<file path="src/rtl/sparhixcel_pkg.sv">
// Shared types and helpers for the sparse-select sequencer.
package sparhixcel_pkg;

  typedef enum logic {
    IDLE = 1'b0,
    EMIT = 1'b1
  } sel_gen_state_t;

  // True when a select of sel_w bits can address every one of n mux inputs,
  // i.e. sel_w >= clog2(n).
  function automatic bit sel_width_ok(input int sel_w, input int n);
    return (n >= 1) && (n <= (1 << sel_w));
  endfunction

endpackage

</file>
<file path="src/rtl/sparse_sel_gen_if.sv">
// Mask-in / select-out handshake bundle for sparse_sel_gen.
// slave modport is the sequencer; master modport is whoever drives masks
// and consumes beats.
interface sparse_sel_gen_if #(
  parameter int SEL_WIDTH_MUX    = 3,
  parameter int NUMBER_INPUT_MUX = 8
);
  logic                        mask_valid_i;
  logic                        mask_ready_o;
  logic [NUMBER_INPUT_MUX-1:0] mask_i;
  logic                        sel_valid_o;
  logic                        sel_ready_i;
  logic [SEL_WIDTH_MUX-1:0]    sel_mux_o;
  logic                        sel_last_o;
  logic                        sel_zero_o;

  modport slave (
    input  mask_valid_i, mask_i, sel_ready_i,
    output mask_ready_o, sel_valid_o, sel_mux_o, sel_last_o, sel_zero_o
  );

  modport master (
    output mask_valid_i, mask_i, sel_ready_i,
    input  mask_ready_o, sel_valid_o, sel_mux_o, sel_last_o, sel_zero_o
  );
endinterface

</file>
<file path="src/rtl/sparse_sel_gen_lsb_prio_enc.sv">
// Find-first-set from bit 0 upward: index and one-hot of the lowest set bit.
// An all-zero input yields index 0 and an all-zero one-hot.
module lsb_prio_enc #(
  parameter int SEL_WIDTH_MUX    = 3,
  parameter int NUMBER_INPUT_MUX = 8
) (
  input  logic [NUMBER_INPUT_MUX-1:0] vec,
  output logic [SEL_WIDTH_MUX-1:0]    idx,
  output logic [NUMBER_INPUT_MUX-1:0] onehot
);

  // Scan upward and lock onto the first set bit.
  always_comb begin
    logic found;
    idx    = '0;
    onehot = '0;
    found  = 1'b0;
    for (int k = 0; k < NUMBER_INPUT_MUX; k++) begin
      if (!found && vec[k]) begin
        idx       = SEL_WIDTH_MUX'(k);
        onehot[k] = 1'b1;
        found     = 1'b1;
      end
    end
  end

endmodule

</file>
<file path="src/rtl/sparse_sel_gen.sv">
// Sparse-select sequencer: takes one group mask per handshake and emits the
// index of each set bit, lowest first, one beat per cycle. An all-zero mask
// emits a single flagged beat so the downstream accumulator still closes.
// Optional feature macro: SPARSE_SEL_GEN_PREFETCH_EN -- accept the next mask
// on the last-beat edge so consecutive groups run without a bubble.
module sparse_sel_gen
  import sparhixcel_pkg::*;
#(
  parameter int SEL_WIDTH_MUX    = 3,
  parameter int NUMBER_INPUT_MUX = 8
) (
  input  logic           clk_i,
  input  logic           rst_i,
  sparse_sel_gen_if.slave bus
);

  localparam bit SEL_W_OK = sel_width_ok(SEL_WIDTH_MUX, NUMBER_INPUT_MUX);

  if (!SEL_W_OK) begin : g_bad_sel_width
    $error("sparse_sel_gen: NUMBER_INPUT_MUX exceeds 2**SEL_WIDTH_MUX");
  end

  sel_gen_state_t              state;
  logic [NUMBER_INPUT_MUX-1:0] remaining;
  logic                        zero_flag;

  logic [SEL_WIDTH_MUX-1:0]    low_idx;
  logic [NUMBER_INPUT_MUX-1:0] low_onehot;
  logic                        emit;
  logic                        last;
  logic                        accept;
  logic                        xfer;

  lsb_prio_enc #(
    .SEL_WIDTH_MUX   (SEL_WIDTH_MUX),
    .NUMBER_INPUT_MUX(NUMBER_INPUT_MUX)
  ) u_enc (
    .vec   (remaining),
    .idx   (low_idx),
    .onehot(low_onehot)
  );

  // Beat outputs decode registered state through the encoder only.
  always_comb begin
    emit = (state == EMIT);
    // One set bit left means clearing it empties the mask.
    last = emit && (zero_flag ||
                    ((remaining != '0) && ((remaining & ~low_onehot) == '0)));
    bus.sel_valid_o = emit;
    bus.sel_mux_o   = (emit && !zero_flag) ? low_idx : '0;
    bus.sel_last_o  = last;
    bus.sel_zero_o  = emit && zero_flag;
`ifdef SPARSE_SEL_GEN_PREFETCH_EN
    bus.mask_ready_o = !emit || (bus.sel_ready_i && last);
`else
    bus.mask_ready_o = !emit;
`endif
    accept = bus.mask_valid_i && bus.mask_ready_o;
    xfer   = emit && bus.sel_ready_i;
  end

  // Sequencer: load a mask, peel off one set bit per transferred beat.
  always_ff @(posedge clk_i) begin
    if (rst_i) begin
      state     <= IDLE;
      remaining <= '0;
      zero_flag <= 1'b0;
    end else begin
      case (state)
        IDLE: begin
          if (accept) begin
            remaining <= bus.mask_i;
            zero_flag <= (bus.mask_i == '0);
            state     <= EMIT;
          end
        end
        EMIT: begin
          if (xfer) begin
            if (last) begin
              // accept can only be true here in the prefetch build.
              if (accept) begin
                remaining <= bus.mask_i;
                zero_flag <= (bus.mask_i == '0);
              end else begin
                remaining <= '0;
                zero_flag <= 1'b0;
                state     <= IDLE;
              end
            end else begin
              remaining <= remaining & ~low_onehot;
            end
          end
        end
        default: begin
          state     <= IDLE;
          remaining <= '0;
          zero_flag <= 1'b0;
        end
      endcase
    end
  end

endmodule
</file>
<file path="src/flat_wrapper.sv">
// flat-port wrapper written by rule: the top's interface ports become plain ports
module sparse_sel_gen_flat import sparhixcel_pkg::*;
#(
  parameter int SEL_WIDTH_MUX    = 3,
  parameter int NUMBER_INPUT_MUX = 8
)
  (clk_i, rst_i, bus_mask_valid_i, bus_mask_i, bus_sel_ready_i, bus_mask_ready_o, bus_sel_valid_o, bus_sel_mux_o, bus_sel_last_o, bus_sel_zero_o);
  sparse_sel_gen_if #(.SEL_WIDTH_MUX(SEL_WIDTH_MUX), .NUMBER_INPUT_MUX(NUMBER_INPUT_MUX)) bus_i ();
  input  logic clk_i;
  input  logic rst_i;
  input wire logic [$bits(bus_i.mask_valid_i)-1:0] bus_mask_valid_i;
  input wire logic [$bits(bus_i.mask_i)-1:0] bus_mask_i;
  input wire logic [$bits(bus_i.sel_ready_i)-1:0] bus_sel_ready_i;
  output wire logic [$bits(bus_i.mask_ready_o)-1:0] bus_mask_ready_o;
  output wire logic [$bits(bus_i.sel_valid_o)-1:0] bus_sel_valid_o;
  output wire logic [$bits(bus_i.sel_mux_o)-1:0] bus_sel_mux_o;
  output wire logic [$bits(bus_i.sel_last_o)-1:0] bus_sel_last_o;
  output wire logic [$bits(bus_i.sel_zero_o)-1:0] bus_sel_zero_o;
  assign bus_i.mask_valid_i = bus_mask_valid_i;
  assign bus_i.mask_i = bus_mask_i;
  assign bus_i.sel_ready_i = bus_sel_ready_i;
  assign bus_mask_ready_o = bus_i.mask_ready_o;
  assign bus_sel_valid_o = bus_i.sel_valid_o;
  assign bus_sel_mux_o = bus_i.sel_mux_o;
  assign bus_sel_last_o = bus_i.sel_last_o;
  assign bus_sel_zero_o = bus_i.sel_zero_o;
  sparse_sel_gen #(.SEL_WIDTH_MUX(SEL_WIDTH_MUX), .NUMBER_INPUT_MUX(NUMBER_INPUT_MUX)) u_core (.clk_i(clk_i), .rst_i(rst_i), .bus(bus_i));
endmodule
</file>
<file path="config.mk">
export PLATFORM = sky130hd
export DESIGN_NAME = sparse_sel_gen_flat
export DESIGN_NICKNAME = d
export VERILOG_FILES = /design/src/rtl/sparhixcel_pkg.sv /design/src/rtl/sparse_sel_gen_if.sv /design/src/rtl/sparse_sel_gen_lsb_prio_enc.sv /design/src/rtl/sparse_sel_gen.sv /design/src/flat_wrapper.sv
export SDC_FILE = /design/constraint.sdc
export NUM_CORES = 1
export LEC_CHECK = 0
export CAP_MARGIN = 20
export CORE_MARGIN = 2
export CORE_UTILIZATION = 45
export DETAILED_ROUTE_END_ITERATION = 10
export PLACE_DENSITY_LB_ADDON = 0.05
export SLEW_MARGIN = 20
export SYNTH_ARGS = -nofsm -noshare
export SYNTH_HDL_FRONTEND = slang
export SYNTH_SLANG_ARGS = --single-unit
</file>
<file path="constraint.sdc">
create_clock -name clk_i -period 2.02 [get_ports clk_i]
set_input_delay 0.404 -clock clk_i [delete_from_list [all_inputs] [get_ports clk_i]]
set_output_delay 0.404 -clock clk_i [all_outputs]
set_load 0.1 [all_outputs]
</file>
==> results.sh <==
export IMPL_cts_root_buf="clkbuf_4"
export IMPL_port_buffers=18
export IMPL_fin_ws_ns=-0.03494
export IMPL_grt_pass1_vias=659
export IMPL_ys_types=32
export IMPL_fill_cells=101
export IMPL_synth_top_area_share_pct=30.65
export IMPL_gp_congestion=0.8374
export IMPL_hold_violations=0
export IMPL_rsz0062_at_grt="true"
export IMPL_rows=13
export IMPL_crit_fanout=6
export IMPL_pin_count=19
export IMPL_yosysMostFrequentCell="dfxtp_1"
export IMPL_grt_pass1_wl_mm=2.904
export IMPL_post_route_period_util_pct=101.7
export IMPL_violations="negative setup slack"
export IMPL_multi_input_comb_area_um2=479.2
export IMPL_endpoint_kind="output port"
export IMPL_ys_seq_area_share_pct=30.65
export IMPL_cellLeakagePower_nw=0.3835
export IMPL_drtAntennaViolNets=0
export IMPL_fp_dieArea_um2=1772
export IMPL_layout_nets=120
export IMPL_seqCellArea_um2=217.7
export IMPL_synth_edf_count=0
export IMPL_yosys_top_cells_area="dfxtp_1, a21oi_1, o21ai_0, a22oi_1, mux2i_4"
export IMPL_drc=0
export IMPL_synth_avg_cell_area_um2=8.063
export IMPL_h_tree_depth=1
export IMPL_diodes=0
export IMPL_netlist_top_cells_count="dfxtp_1, a21oi_1, o21ai_0"
export IMPL_peakVddDrop_mv=0.7671
export IMPL_yosys_most_used_dff="dfxtp_1"
export IMPL_clk_latency_ns=0.27
export IMPL_maxCapViolations=0
export IMPL_cts_tree="done"
export IMPL_netlist_instances=81
export IMPL_worstPathCellList="maj3_2, o21bai_1, and4b_4, o31a_4, buf_12"
export IMPL_post_place_ws_ns=0.09169
export IMPL_arrival_ns=1.65
export IMPL_p_clk_share_pct=19.1
export IMPL_num_vias=717
export IMPL_drtIter0Drc=23
export IMPL_outcome="finished, violations left"
export IMPL_yosysWarnings=0
export IMPL_seqPwrFrac_pct=27.1
export IMPL_start_kind="flop"
export IMPL_maxSlewHeadroom_pct=67.78
export IMPL_coreArea_um2=1334
export IMPL_drt_vias_per_instance=5.877
export IMPL_clock_skew_ns=0.001536
export IMPL_die_w_um=42.10
export IMPL_die_h_um=42.10
export IMPL_place_detailed_hpwl_mm=1.303
export IMPL_grt_start_max_net_pins=12
export IMPL_synth_seq_cells=10
export IMPL_setup_viol_count_final=1
export IMPL_area_growth_pct=62.26
export IMPL_clk_pin_slew_ns=0.07
export IMPL_numCtsBuffers=3
export IMPL_initial_core_util_pct=48.97
export IMPL_period_minus_slack_ns=2.055
export IMPL_grt_usage_pct=21.10
export IMPL_worstPathRequired_ns=1.62
export IMPL_switching_share_pct=44.97
export IMPL_wl_mm=1.760
export IMPL_fmaxAchievable_mhz=486.6
export IMPL_synth_top_cell_by_area="dfxtp_1"
export IMPL_power_mw=0.9842
export IMPL_antenna_found_initial=0
export IMPL_crit_type="flop to output port"
export IMPL_p_per_area_nw_per_um2=928.7
export IMPL_power_internal_mw=0.5416
export IMPL_async_reset_ff_share_pct=0
export IMPL_p_comb_share_pct=53.8
export IMPL_clock_sinks=10
export IMPL_clockBufferDepth=2
export IMPL_synth_cell_area_um2=653.1
export IMPL_p_sw_mw=0.4426
export IMPL_max_slew_worst_pin_slew_ns=0.4789
export IMPL_wl_per_cell_um=14.43
export IMPL_worst_hold_path_type="flop to flop"
export IMPL_grt_overflow=0
export IMPL_cpPeakStageDelay_ns=0.38
export IMPL_synth_fp_nets=93
export IMPL_slowest_stage="dfxtp_4"
export IMPL_slew_viol_final=0
export IMPL_drive_above_1_share_pct=39.25
export IMPL_holdWs_ns=0.5305
export IMPL_drt_pass1_iter_count=4
## critical path: cells and delay by family, from the launching register on
family	cells	cell delay, ns
buffers and inverters	1	0.16
DFF	1	0.38
AOI/OAI and AO/OA	2	0.29
and+or+nand+nor	1	0.25
adders and majority gates	1	0.30
## sequential cells by signal (all words and copies together) (netlist names)
| name | flops |
|---|---|
| u_core.remaining | 8 |
| u_core.bus.sel_valid_o | 1 |
| u_core.zero_flag | 1 |
## layout by cell type (no fill, tap or decap), types with 2 or more instances in the layout
cell,instances
inv_1,2
o21ai_0,6
o21bai_1,2
o21ai_1,2
nor2_1,4
nand3_1,2
clkbuf_4,3
a22oi_1,5
buf_4,12
dfxtp_2,2
a21oi_1,8
dfxtp_1,4
dfxtp_4,4
buf_12,5
clkdlybuf4s50_1,11
nand2_1,5
o22ai_1,2
nor4_1,3
## cells by family (layout without fill, tap and decap cells)
kind of cell             count (synthesis)  after routing  synth area share (%)
AND/OR/NAND/NOR                         29             29                 25.10
AO/OA/AOI/OAI                           31             31                 30.65
adder cells (fa/ha/maj)                  1              1                 1.724
multiplexers                             1              1                 3.448
buffers and inverters                    8             34                 7.087
flip-flops                              10             10                 30.65
XOR/XNOR                                 1              1                 1.341
## area by class of cell
class | instances | area share [%]
clock buffers | 4 | 3.424
repair buffers | 28 | 28.34
multi-input cells | 63 | 45.22
well taps | 15 | 1.771
flip-flops and latches | 10 | 20.54
inverters | 2 | 0.7084
## stage by stage
stage / std cells / setup TNS [ns] / util (%) / cell area [um^2]
after CTS: 122 / -0.03039 / 78.52 / 1047
after global placement: 114 / 0 / 71.20 / 949.7
after global routing: 122 / -0.09112 / 79.46 / 1060
after detailed placement: 114 / 0 / 71.20 / 949.7
final: 122 / -0.03494 / 79.46 / 1060
after floorplan: 81 / -0.5722 / - / 703.2
## path summary, 6_finish.rpt
path	startpoint	end	slack, ns	cells past startpoint
setup reg to reg	u_core.remaining[2]	u_core.bus.sel_valid_o	0.65	5
hold reg to reg	u_core.zero_flag	u_core.zero_flag	0.53	2
hold / removal	u_core.zero_flag	u_core.zero_flag	0.53	2
setup / recovery	u_core.remaining[2]	bus_sel_last_o	-0.03	5
## timing repair
item | 4_1_cts | 5_1_grt
setup endpoints to repair | 2 | 3
cloned | 0 | 0
gates resized for setup | 10 | 7
hold buffers | 0 | 0
setup buffers | 4 | 0
pin swaps | 2 | 1
## routing by layer
layer	part of all wire, %	global-route usage [%]
met1	46	29.66
met2	49	33.13
met3	5.0	5.172
met4	0	3.750
met5	0	0
## power groups by stage
stage	clock network [mW]	registers [mW]	logic [mW]
finish	0.188	0.267	0.530
global route	0.195	0.273	0.555
CTS	0.186	0.263	0.525
detailed placement	0	0.267	0.496
global placement	0	0.266	0.493
floorplan	0	0.272	0.341
Note: power is estimated with default switching activity, not from simulation.
==> edit 1 (config.mk and constraints unchanged) <==
The option `SPARSE_SEL_GEN_PREFETCH_EN` is turned on by a define.
--- a/src/rtl/sparse_sel_gen.sv
+++ b/src/rtl/sparse_sel_gen.sv
@@ -4,4 +4,6 @@
 // Optional feature macro: SPARSE_SEL_GEN_PREFETCH_EN -- accept the next mask
 // on the last-beat edge so consecutive groups run without a bubble.
+`define SPARSE_SEL_GEN_PREFETCH_EN
+
 module sparse_sel_gen
   import sparhixcel_pkg::*;
Formal check against the unedited RTL: not equivalent (a bounded check fails within 4 cycles, from zero or initial values and one cycle with rst_i high).
==> edit 1 against the unedited design <==
The flow still finishes with violations (negative setup slack); maximum frequency down 18%; via count up 22%; synthesized area up 20%; final area up 26%; worst setup slack worse by 450 ps; sequential cell count unchanged; non-clock buffer count up 7; wire length up 27%; sequential power down 12%; total power down 1.2%.
==> edit 1: results (changes against the unedited design) <==
Run status
  • Outcome: finished with violations
  • Failing checks: negative setup slack

GRT
  • First-pass GRT wire length: 3630 um (+25%)
  • Vias in the first global route: 840 (+27%)
  • Met2 usage: 42.5% (+9.4 points)
  • Met1 Use GR: 28.4% (-1.3 points)
  • Tot GR Track Use: 24.4% (+3.3 points)

Pwr
  • Leak: 0.498 nW (+30%)
  • Maximum VDD drop: 0.629 mV (-18%)
  • Total power: 0.000973 W (-1.2%)
  • Sw frac: 41.7% (-3.2 points)
  • Sequential group share of total power: 24.3% (-2.8 points)
  • Clock share of power: 18.8% (-0.3 points)

Timing
  • Hold slack final: 534 ps (+3.89 ps)
  • Final setup TNS: -1710 ps (-1680 ps)
  • Final setup vio count: 13 (+12)
  • Worst setup margin: -489 ps (-454 ps)
  • Fin Clk Skew: 0.785 ps (-0.750 ps)
  • Slew HR: 76.5% (+8.7 points)

Final layout
  • Non-CTS buffers: 35 (+25%)
  • Filler cells: 102 (+0.99%)
  • Multi-input gate share of total cell area: 47.0% (+1.8 points)
  • Util after Layout: 80.1% (+0.69 points)
  • Multi-In Gates: 67 (+6.3%)
  • Share of cells above drive strength 1: 42.3% (+3.1 points)
  • ClkCell Share: 2.71% (-0.71 points)
  • Inverter count: 14 (+12)

Logic synthesis
  • Most common library cells after synthesis: 14 x inv_1, 10 x dfxtp_1, 10 x nor2_1
  • Sequential fraction of the synthesis area: 25.6% (-5.0 points)
  • Cell variety after synth: 29 (-9.4%)

Detailed routing
  • Met1 wire length: 900 um (+10%)
  • Post-Route WL: 2230 um (+27%)
  • Top layer reached by signal wires: met4

Worst hold path
  • Endpoint, Worst Hold: u_core.remaining[2]

Setup path
  • R2R Path Start: u_core.remaining[0]
  • Worst Path Arrival: 2110 ps (+460 ps)
  • Slowest stage delay, CP: 520 ps (+140 ps)
  • CP delay by family, top: simple AND/OR/NAND/NOR gates
  • Reg2reg setup slack: -110 ps (-760 ps)

Placed design
  • Gpl congestion: 0.848 (+1.3%)
  • Pre-CTS setup slack: -195 ps (-287 ps)
==> edit 1: cells by family (layout without fill, tap and decap cells) <==
group                  after synthesis  after routing  synth area share (%)
AO/OA/AOI/OAI                       34             34                  38.5
AND/OR/NAND/NOR                     32             32                  23.7
buffers and inverters               19             53                  11.1
flip-flops                          10             10                  25.6
XOR/XNOR                             1              1                  1.12
==> edit 1: worst max-delay path by stage <==
stage / slack, ps / depth (start not counted) / from / end
2_1_floorplan: -560 / 6 / u_core.remaining[4] / bus_mask_ready_o
3_3_place_gp: -180 / 5 / u_core.remaining[0] / bus_mask_ready_o
3_5_place_dp: -200 / 5 / u_core.remaining[0] / bus_mask_ready_o
4_1_cts: -480 / 5 / u_core.remaining[0] / bus_mask_ready_o
5_1_grt: -520 / 5 / u_core.remaining[0] / bus_mask_ready_o
6_report: -490 / 5 / u_core.remaining[0] / bus_sel_last_o
==> edit 1: worst min-delay path, cell delays in order (launching register included) <==
cell	delay, ps
dfxtp_2	360
a21oi_1	100
o31ai_4	50
==> edit 2 (config.mk and constraints unchanged) <==
Made on the original files. Make the reset (`rst_i`) asynchronous in one clocked block.
--- a/src/rtl/sparse_sel_gen.sv
+++ b/src/rtl/sparse_sel_gen.sv
@@ -61,5 +61,5 @@
 
   // Sequencer: load a mask, peel off one set bit per transferred beat.
-  always_ff @(posedge clk_i) begin
+  always_ff @(posedge clk_i or posedge rst_i) begin
     if (rst_i) begin
       state     <= IDLE;
Function: differs if rst_i is asserted again (counterexample within 4 cycles, from zero or initial values and one cycle with rst_i high); with rst_i held inactive, the same outputs for 10 cycles.
==> edit 2 against the unedited design <==
Worst setup slack lost 190 ps; maximum frequency decreased by 8.5%; sequential cell count unchanged; the run still ends with negative setup slack left; synthesized area rose by 2.3%; wire length up 19%; synthesized cell count is 4.9% lower; final area rose by 5.2%.
Power is not shown: default switching activity piles up to over one toggle a cycle in this logic, so the estimate is an artifact.
==> edit 2: results (changes against the unedited design) <==
Logic synthesis
  • Synth Flop Type: dfrtp_1
  • Synth Area in Adders: 0% (-1.7 points)
  • Xor/xnor share of the synthesized area: 1.31% (-0.030 points)
  • Synth Area in Compound Gates: 32.0% (+1.4 points)
  • Cell variety after synth: 34 (+6.3%)
  • Synth top area cells: dfrtp_1 37%, a22o_1 7.9%, nand2_1 3.9%
  • Mux contribution to synthesized area: 0% (-3.4 points)
  • Sequential fraction of the synthesis area: 37.5% (+6.8 points)
  • Most common library cells after synthesis: 10 x dfrtp_1, 7 x nand2_1, 6 x a22o_1
  • Synth Instances: 77 (-4.9%)
  • Post-Syn Nets: 89 (-4.3%)

GRT
  • Tot GR Track Use: 25.0% (+3.9 points)
  • Vias in the first global route: 737 (+12%)
  • First-pass GRT wire length: 3370 um (+16%)
  • Met3 global-route usage: 10.3% (+5.2 points)
  • Met2 usage: 40.9% (+7.8 points)
  • Met1 Use GR: 29.3% (-0.37 points)
  • Largest net degree at the start of global routing: 11 (-1)

Setup path
  • Worst Path Max Fanout: 4 (-2)
  • CP delay by family, top: simple AND/OR/NAND/NOR gates
  • R2R Path Start: u_core.remaining[2]
  • Reg2reg setup slack: 380 ps (-270 ps)
  • Slowest stage delay, CP: 580 ps (+200 ps)
  • CP max-delay cell: or4_4

Placed design
  • Area after DPL: 1020 um2 (+7.5%)
  • Pre-CTS setup slack: 6.07 ps (-85.6 ps)
  • Gpl congestion: 0.915 (+9.2%)
  • Placed cells: 113 (-0.88%)

Timing
  • Worst setup margin: -226 ps (-191 ps)
  • Slew @ Worst Pin: 410 ps (-69.3 ps)
  • Fin Clk Skew: 5.74 ps (+4.20 ps)
  • Hold slack final: 425 ps (-105 ps)
  • Final setup vio count: 3 (+2)

Detailed routing
  • Via-per-instance ratio: 6.33 (+7.7%)
  • 1st-iter DRT viols: 52 (+130%)
  • Post-Route WL: 2100 um (+19%)

Run status
  • Outcome: finished with violations
  • Failing checks: negative setup slack

Worst hold path
  • Min-delay worst type: primary input to async pin

Final layout
  • Filler cells: 75 (-26%)
  • Share of cells above drive strength 1: 38.7% (-0.57 points)
[edit 2: changes by cell type in the layout (fill, tap and decap cells not counted), moves of 4 or more]
cell / delta
dfxtp_1: -4
a21oi_1: -5
a22o_1: +6
dfrtp_1: +9
dfxtp_4: -4
[edit 2: path summary, 6_finish.rpt]
check	cells after the start	end
worst max-delay path	5	bus_sel_last_o
worst min-delay path	2	u_core.zero_flag
worst max register to register	5	u_core.remaining[7]
worst min register to register	1	u_core.remaining[1]
max in group asynchronous	2	u_core.bus.sel_valid_o
min in group clk_i	1	u_core.remaining[1]
[edit 2: final cells by class]
cell class                      instances  share of cell area [%]
Multi-Input combinational cell         57                    40.6
Timing Repair Buffer                   30                    30.5
Sequential cell                        10                    22.8
Clock buffer                            4                    2.36
Inverter                                5                    2.02
Tap cell                               15                    1.68
[edit 2: repair_timing]
| action | in CTS | in global routing |
|---|---|---|
| pin swaps | 1 | 3 |
| hold endpoints to repair | 0 | 0 |
| setup endpoints to repair | 4 | 4 |
| buffers inserted | 3 | 1 |
| resized for setup | 7 | 2 |
[edit 2: worst reg2reg max path: stages, from the launching register on]
cell     delay, ps
dfrtp_1        380
or4_4          580
buf_4          170
nor4_2         130
o21ai_1         80
a22o_1         190
[edit 2: cells by family after synthesis]
logic type      Yosys count
compound gates           30
simple gates             26
flops                    10
buf+inv                  10
xor+xnor                  1
[edit 2: layer usage]
layer,wire (um),vias up
met5,0,-
met4,53,0
met3,181,10
met2,1010,47
met1,857,358
li1,-,351
